[config.mk]
export PLATFORM = sky130hd
export DESIGN_NAME = btn_debounce
export DESIGN_NICKNAME = d
export VERILOG_FILES = /design/src/rtl/btn_pkg.sv /design/src/rtl/btn_db_chan.sv /design/src/rtl/btn_debounce.sv
export SDC_FILE = /design/constraint.sdc
export NUM_CORES = 1
export LEC_CHECK = 0
export ABC_AREA = 1
export CAP_MARGIN = 10
export CORE_MARGIN = 4
export CORE_UTILIZATION = 51
export DETAILED_ROUTE_END_ITERATION = 7
export DONT_BUFFER_PORTS = 1
export HOLD_SLACK_MARGIN = 0.1
export PLACE_DENSITY = 0.71
export SETUP_SLACK_MARGIN = 0.05
export SLEW_MARGIN = 20
export SYNTH_ARGS = -nofsm -noshare
export SYNTH_HDL_FRONTEND = slang
export SYNTH_SLANG_ARGS = --single-unit
[constraint.sdc]
create_clock -name clk -period 1.52 [get_ports clk]
set_clock_uncertainty 0.1 [all_clocks]
set_input_delay 0.304 -clock clk [delete_from_list [all_inputs] [get_ports clk]]
set_output_delay 0.304 -clock clk [all_outputs]
set_load 0.005 [all_outputs]
[src/rtl/btn_pkg.sv]
// Shared definitions for the push-button debouncer.
// Optional auto-repeat is enabled by defining BTN_DEBOUNCE_AUTO_REPEAT_EN.
package btn_pkg;

    // Per-channel debounce state; bit 1 tracks the accepted level.
    typedef enum logic [1:0] {
        IDLE       = 2'b00,
        DB_PRESS   = 2'b01,
        HELD       = 2'b10,
        DB_RELEASE = 2'b11
    } db_state_e;

    localparam int CNT_W          = 4;
    localparam int STABLE_CNT_DEF = 4;

`ifdef BTN_DEBOUNCE_AUTO_REPEAT_EN
    localparam int RPT_W = 8;
`endif

endpackage

[src/rtl/btn_db_chan.sv]
// One debounce channel: sample FSM, stability counter and registered
// level/press/release outputs. Auto-repeat logic is present only when
// BTN_DEBOUNCE_AUTO_REPEAT_EN is defined.
module btn_db_chan
    import btn_pkg::*;
#(
    parameter int STABLE_CNT = STABLE_CNT_DEF
`ifdef BTN_DEBOUNCE_AUTO_REPEAT_EN
    ,
    parameter int REPEAT_DELAY = 32,
    parameter int REPEAT_RATE  = 8
`endif
) (
    input  logic clk,
    input  logic rst,
    input  logic tick,
    input  logic raw,
    output logic level,
    output logic press,
    output logic rls
);

    // Transition fires when the counter reaches this value, so it never wraps.
    localparam logic [CNT_W-1:0] CNT_LAST = CNT_W'(STABLE_CNT - 1);

    db_state_e        state_q, state_d;
    logic [CNT_W-1:0] cnt_q, cnt_d;
    logic             level_q, level_d;
    logic             press_q, press_d;
    logic             rls_q, rls_d;

`ifdef BTN_DEBOUNCE_AUTO_REPEAT_EN
    localparam logic [RPT_W-1:0] RPT_FIRE   = RPT_W'(REPEAT_DELAY);
    localparam logic [RPT_W-1:0] RPT_RELOAD = RPT_W'(REPEAT_DELAY - REPEAT_RATE);

    logic [RPT_W-1:0] rpt_q, rpt_d;
    logic [RPT_W-1:0] rpt_inc;
    assign rpt_inc = rpt_q + RPT_W'(1);
`endif

    // Next-state logic; the FSM only moves on sample ticks, pulses last one clk.
    always_comb begin
        state_d = state_q;
        cnt_d   = cnt_q;
        level_d = level_q;
        press_d = 1'b0;
        rls_d   = 1'b0;
`ifdef BTN_DEBOUNCE_AUTO_REPEAT_EN
        rpt_d   = rpt_q;
`endif
        if (tick) begin
            case (state_q)
                IDLE: begin
                    if (raw) begin
                        state_d = DB_PRESS;
                        cnt_d   = CNT_W'(1);
                    end
                end
                DB_PRESS: begin
                    if (!raw) begin
                        state_d = IDLE;
                        cnt_d   = '0;
                    end else if (cnt_q == CNT_LAST) begin
                        state_d = HELD;
                        cnt_d   = '0;
                        level_d = 1'b1;
                        press_d = 1'b1;
`ifdef BTN_DEBOUNCE_AUTO_REPEAT_EN
                        rpt_d   = '0;
`endif
                    end else begin
                        cnt_d = cnt_q + CNT_W'(1);
                    end
                end
                HELD: begin
                    if (!raw) begin
                        state_d = DB_RELEASE;
                        cnt_d   = CNT_W'(1);
`ifdef BTN_DEBOUNCE_AUTO_REPEAT_EN
                    end else if (rpt_inc == RPT_FIRE) begin
                        press_d = 1'b1;
                        rpt_d   = RPT_RELOAD;
                    end else begin
                        rpt_d = rpt_inc;
`endif
                    end
                end
                DB_RELEASE: begin
                    if (raw) begin
                        state_d = HELD;
                        cnt_d   = '0;
`ifdef BTN_DEBOUNCE_AUTO_REPEAT_EN
                        rpt_d   = '0;
`endif
                    end else if (cnt_q == CNT_LAST) begin
                        state_d = IDLE;
                        cnt_d   = '0;
                        level_d = 1'b0;
                        rls_d   = 1'b1;
                    end else begin
                        cnt_d = cnt_q + CNT_W'(1);
                    end
                end
            endcase
        end
    end

    // State, counters and registered outputs; reset discards any progress.
    always_ff @(posedge clk) begin
        if (rst) begin
            state_q <= IDLE;
            cnt_q   <= '0;
            level_q <= 1'b0;
            press_q <= 1'b0;
            rls_q   <= 1'b0;
`ifdef BTN_DEBOUNCE_AUTO_REPEAT_EN
            rpt_q   <= '0;
`endif
        end else begin
            state_q <= state_d;
            cnt_q   <= cnt_d;
            level_q <= level_d;
            press_q <= press_d;
            rls_q   <= rls_d;
`ifdef BTN_DEBOUNCE_AUTO_REPEAT_EN
            rpt_q   <= rpt_d;
`endif
        end
    end

    assign level = level_q;
    assign press = press_q;
    assign rls   = rls_q;

endmodule

[src/rtl/btn_debounce.sv]
// Push-button debouncer top: synchronises the slow clkdiv sampling bit and
// the raw buttons, derives a one-clk sample tick, and runs one independent
// debounce channel per button. Define BTN_DEBOUNCE_AUTO_REPEAT_EN to get
// auto-repeat press pulses while a button is held.
module btn_debounce
    import btn_pkg::*;
#(
    parameter int N_BTN      = 5,
    parameter int STABLE_CNT = STABLE_CNT_DEF
`ifdef BTN_DEBOUNCE_AUTO_REPEAT_EN
    ,
    parameter int REPEAT_DELAY = 32,
    parameter int REPEAT_RATE  = 8
`endif
) (
    input  logic             clk,
    input  logic             rst,
    input  logic             tick_src,
    input  logic [N_BTN-1:0] btn_in,
    output logic [N_BTN-1:0] btn_level,
    output logic [N_BTN-1:0] btn_press,
    output logic [N_BTN-1:0] btn_release
);

    logic             t1_q, t2_q, t3_q;
    logic             t1_d, t2_d, t3_d;
    logic [N_BTN-1:0] s1_q, s2_q;
    logic [N_BTN-1:0] s1_d, s2_d;
    logic             tick;

    // Synchroniser chains: t3 is the delayed copy used for edge detection.
    always_comb begin
        t1_d = tick_src;
        t2_d = t1_q;
        t3_d = t2_q;
        s1_d = btn_in;
        s2_d = s1_q;
    end

    // Synchroniser flops, all cleared by reset.
    always_ff @(posedge clk) begin
        if (rst) begin
            t1_q <= 1'b0;
            t2_q <= 1'b0;
            t3_q <= 1'b0;
            s1_q <= '0;
            s2_q <= '0;
        end else begin
            t1_q <= t1_d;
            t2_q <= t2_d;
            t3_q <= t3_d;
            s1_q <= s1_d;
            s2_q <= s2_d;
        end
    end

    // Rising edge of the synchronised divider bit: one clk wide.
    assign tick = t2_q & ~t3_q;

    for (genvar i = 0; i < N_BTN; i++) begin : g_chan
        btn_db_chan #(
            .STABLE_CNT   (STABLE_CNT)
`ifdef BTN_DEBOUNCE_AUTO_REPEAT_EN
            ,
            .REPEAT_DELAY (REPEAT_DELAY),
            .REPEAT_RATE  (REPEAT_RATE)
`endif
        ) u_chan (
            .clk   (clk),
            .rst   (rst),
            .tick  (tick),
            .raw   (s2_q[i]),
            .level (btn_level[i]),
            .press (btn_press[i]),
            .rls   (btn_release[i])
        );
    end

endmodule

==> flow_metrics.py <==
metrics = {
    "min_path": {
        "hp-class": "in2reg",
        "whs_path_depth": 3,
    },
    "sta": {
        "worstMarginPinSlew_ps": 845,
        "hold_violations": 0,
        "min_period_ps": 1360,
        "slew_headroom": 0.436,
        "timing.setup.tns_ps": 0,
        "max_freq_ghz": 0.737,
        "grt_setup_unrepaired": "no",
        "setup_viol": 0,
        "slew_violations": 0,
        "period_share": 0.892,
    },
    "detailed_routing": {
        "wl_um": 5510,
        "drc": 0,
        "postRouteAntennaNets": 0,
        "vias_per_cell": 5.06,
        "drt_iter0_drc": 125,
        "firstDrtPassIters": 4,
        "wl_per_cell_um": 11.8,
        "via_count": 2363,
    },
    "die": {
        "fp-row-count": 26,
        "start_util": 0.528,
        "core_um2": 5140,
        "chipHeight_um": 81.0,
        "io_pins": 23,
        "dieArea_um2": 6560,
        "die_x_um": 81.0,
    },
    "clocking": {
        "cts_buffers": 9,
        "path_clk_slew_ps": 60,
        "htreeDepth": 3,
        "root_buffer": "clkbuf_8",
        "clockBufferDepth": 2,
        "insertion_delay_ps": 340,
        "clock-sinks": 58,
        "cts_tree": "yes",
    },
    "synth": {
        "yosysWarnings": 0,
        "syn_inst": 387,
        "synth_top_cell_area_share": 0.427,
        "ys_seq_area_frac": 0.427,
        "syn_area_per_cell_um2": 7.02,
        "synth_nets": 400,
        "synthesis.area_um2": 2720,
        "synth_seq_cells": 58,
        "ys_types": 33,
        "synth_top_cells_by_area": "dfxtp_1 43%, nand2_1 13%, inv_1 6.6%",
        "yosys.area.top_type": "dfxtp_1",
    },
    "cells_and_area": {
        "final_core_util": 0.591,
        "drive_gt1_frac": 0.139,
        "nFillCells": 505,
        "syn_to_final_growth_pct": 11.8,
        "nets": 406,
        "antennaDiodeCount": 0,
        "final_cells": 467,
    },
    "placement": {
        "portBuffers": 0,
        "place_congestion": 0.893,
        "post-dp-hpwl_um": 3590,
        "dp.cells": 439,
    },
    "critical_path": {
        "endpoint_kind": "flip-flop",
        "startpoint_type": "flip-flop",
        "r2r_slack_ps": 160,
        "critPathRequiredTime_ps": 1690,
        "arrival_ps": 1530,
        "cpMaxStageDelayCell": "dfxtp_1",
        "path_class": "reg2reg",
        "cp_max_fo": 6,
        "cp_common_cell": "nand2_1",
        "rr_worst_depth": 8,
        "critPathMaxStageDelay_ps": 430,
        "cp_cell_sequence": "inv_2 -> nand2_1 -> nand2_1 -> nor2_2 -> nand2_2 -> nand2_1 -> nand2_1 -> a21oi_1",
    },
    "global_route": {
        "grt_max_degree": 22,
        "antenna_found_initial": 0,
        "grt_usage": 0.182,
        "grt-ovfl-total": 0,
        "grt_pass1_vias": 2073,
        "grt_pass1_wl_um": 9160,
    },
    "power": {
        "clkPwrFrac": 0.465,
        "seqPwrFrac": 0.495,
        "power_density_nw_per_um2": 1030,
        "p_int_mw": 2.47,
        "switchingPower_mw": 0.674,
        "ir_drop_mv": 0.583,
        "pwr-share-comb": 0.040,
        "switching_share": 0.214,
        "p_leak_nw": 1.28,
    },
    "run": {
        "drv_cap": 0,
    },
    "run_status": {
        "outcome": "finished clean",
    },
}
==> state kept, by name, indices dropped and copies added (netlist names), 5 cells and up, named ones only <==
signal	cells
g_chan.u_chan.cnt_q	20
g_chan.u_chan.level	5
g_chan.u_chan.press	5
g_chan.u_chan.rls	5
g_chan.u_chan.state_q	5
s1_q	5
s2_q	5
==> area by class of cell <==
type,count,area (um^2),share of cell area
clock inverter,2,35.0,0.0115
multi-input combinational,250,1220,0.402
timing repair buffer,15,138,0.0453
sequential,58,1170,0.384
tap,70,87.6,0.0288
clock buffer,13,169,0.0556
inverter,59,221,0.0729
==> worst paths after layout <==
check,startpoint,endpoint
min,rst,g_chan[0].u_chan.rls$_SDFF_PP0_
min reg2reg,t1_q$_SDFF_PP0_,t2_q$_SDFF_PP0_
max,flip-flop,g_chan[0].u_chan.state_q[0]$_SDFFE_PP0P_
max reg2reg,flip-flop,g_chan[0].u_chan.state_q[0]$_SDFFE_PP0P_
==> critical path, delay by kind of cell, from the launching register on <==
| family | cells | cell delay, ps |
|---|---|---|
| buffers and inverters | 1 | 80 |
| and+or+nand+nor | 6 | 560 |
| DFF | 1 | 430 |
| AOI/OAI and AO/OA | 1 | 120 |
==> per-layer routing <==
layer,vias up,part of all wire,global-route usage
met5,-,0,0
met4,0,0.021,0.106
met3,13,0.053,0.0421
met2,71,0.45,0.278
met1,1062,0.47,0.233
li1,1217,-,-
==> power by group through the flow <==
stage	logic, mW	clock network, mW	registers, mW
after floorplan	0.0803	0	1.59
after detailed placement	0.0903	0	1.59
final	0.126	1.46	1.56
after global placement	0.0889	0	1.59
after global routing	0.143	1.55	1.56
after CTS	0.117	1.49	1.55
==> cell families (layout without fill, tap and decap cells) <==
family,count (synthesis),after routing,synth area share
flops,58,58,0.427
simple gates,204,205,0.337
compound gates,40,40,0.0783
fa+ha+maj,5,5,0.0230
buf+inv,80,89,0.135
==> layout by cell type (no fill, tap or decap) <==
master and n:
dlymetal6s4s_1 1, clkinv_2 1, a21oi_2 1, inv_2 9, dfxtp_2 4, nand4_1 5, a21boi_0 1, nor2_4 3
nor3_1 8, clkbuf_1 1, and3_1 1, or2_1 1, ha_1 4, o21ai_0 8, nand2_1 91, nand2_4 1
ha_2 1, nor3b_1 1, bufinv_16 1, nor2_2 5, nor4_1 2, o21ai_1 5, nand3_1 31, a21oi_1 22
a31oi_1 1, nor2_1 45, inv_1 48, nand2_2 6, nand3_2 4, a211oi_1 1, nor2_8 1, buf_4 6
clkinv_1 2, clkbuf_8 12, dfxtp_1 54, dlygate4sd3_1 8, o21bai_1 1
==> stage by stage <==
stage,cell area [um^2],total power [mW],hold slack (ps),worst slack (ps)
floorplan,2720,1.67,288,281
global placement,2680,1.68,280,169
detailed placement,2680,1.68,281,98.3
CTS,2980,3.16,144,54.1
global route,3040,3.26,156,44.3
finish,3040,3.14,156,164
==> cells in the mapped netlist, drive strengths merged <==
master  instances
and3            1
clkbuf          2
nor3b           1
a211oi          1
nor4            2
a21boi          1
dfxtp          58
ha              5
a31oi           1
nand2          98
nor3            8
a21oi          23
clkinv          2
or2             1
nand4           5
o21bai          1
inv            57
nor2           53
nand3          35
o21ai          13
buf            19
==> repair_timing <==
action / in CTS / in global routing
hold endpoints to repair: 26 / 0
hold buffers: 9 / 0
endpoints found under the setup margin: 0 / 33
resized for setup: 0 / 11
buffers inserted: 0 / 3
(Power assumes the default switching activity.)
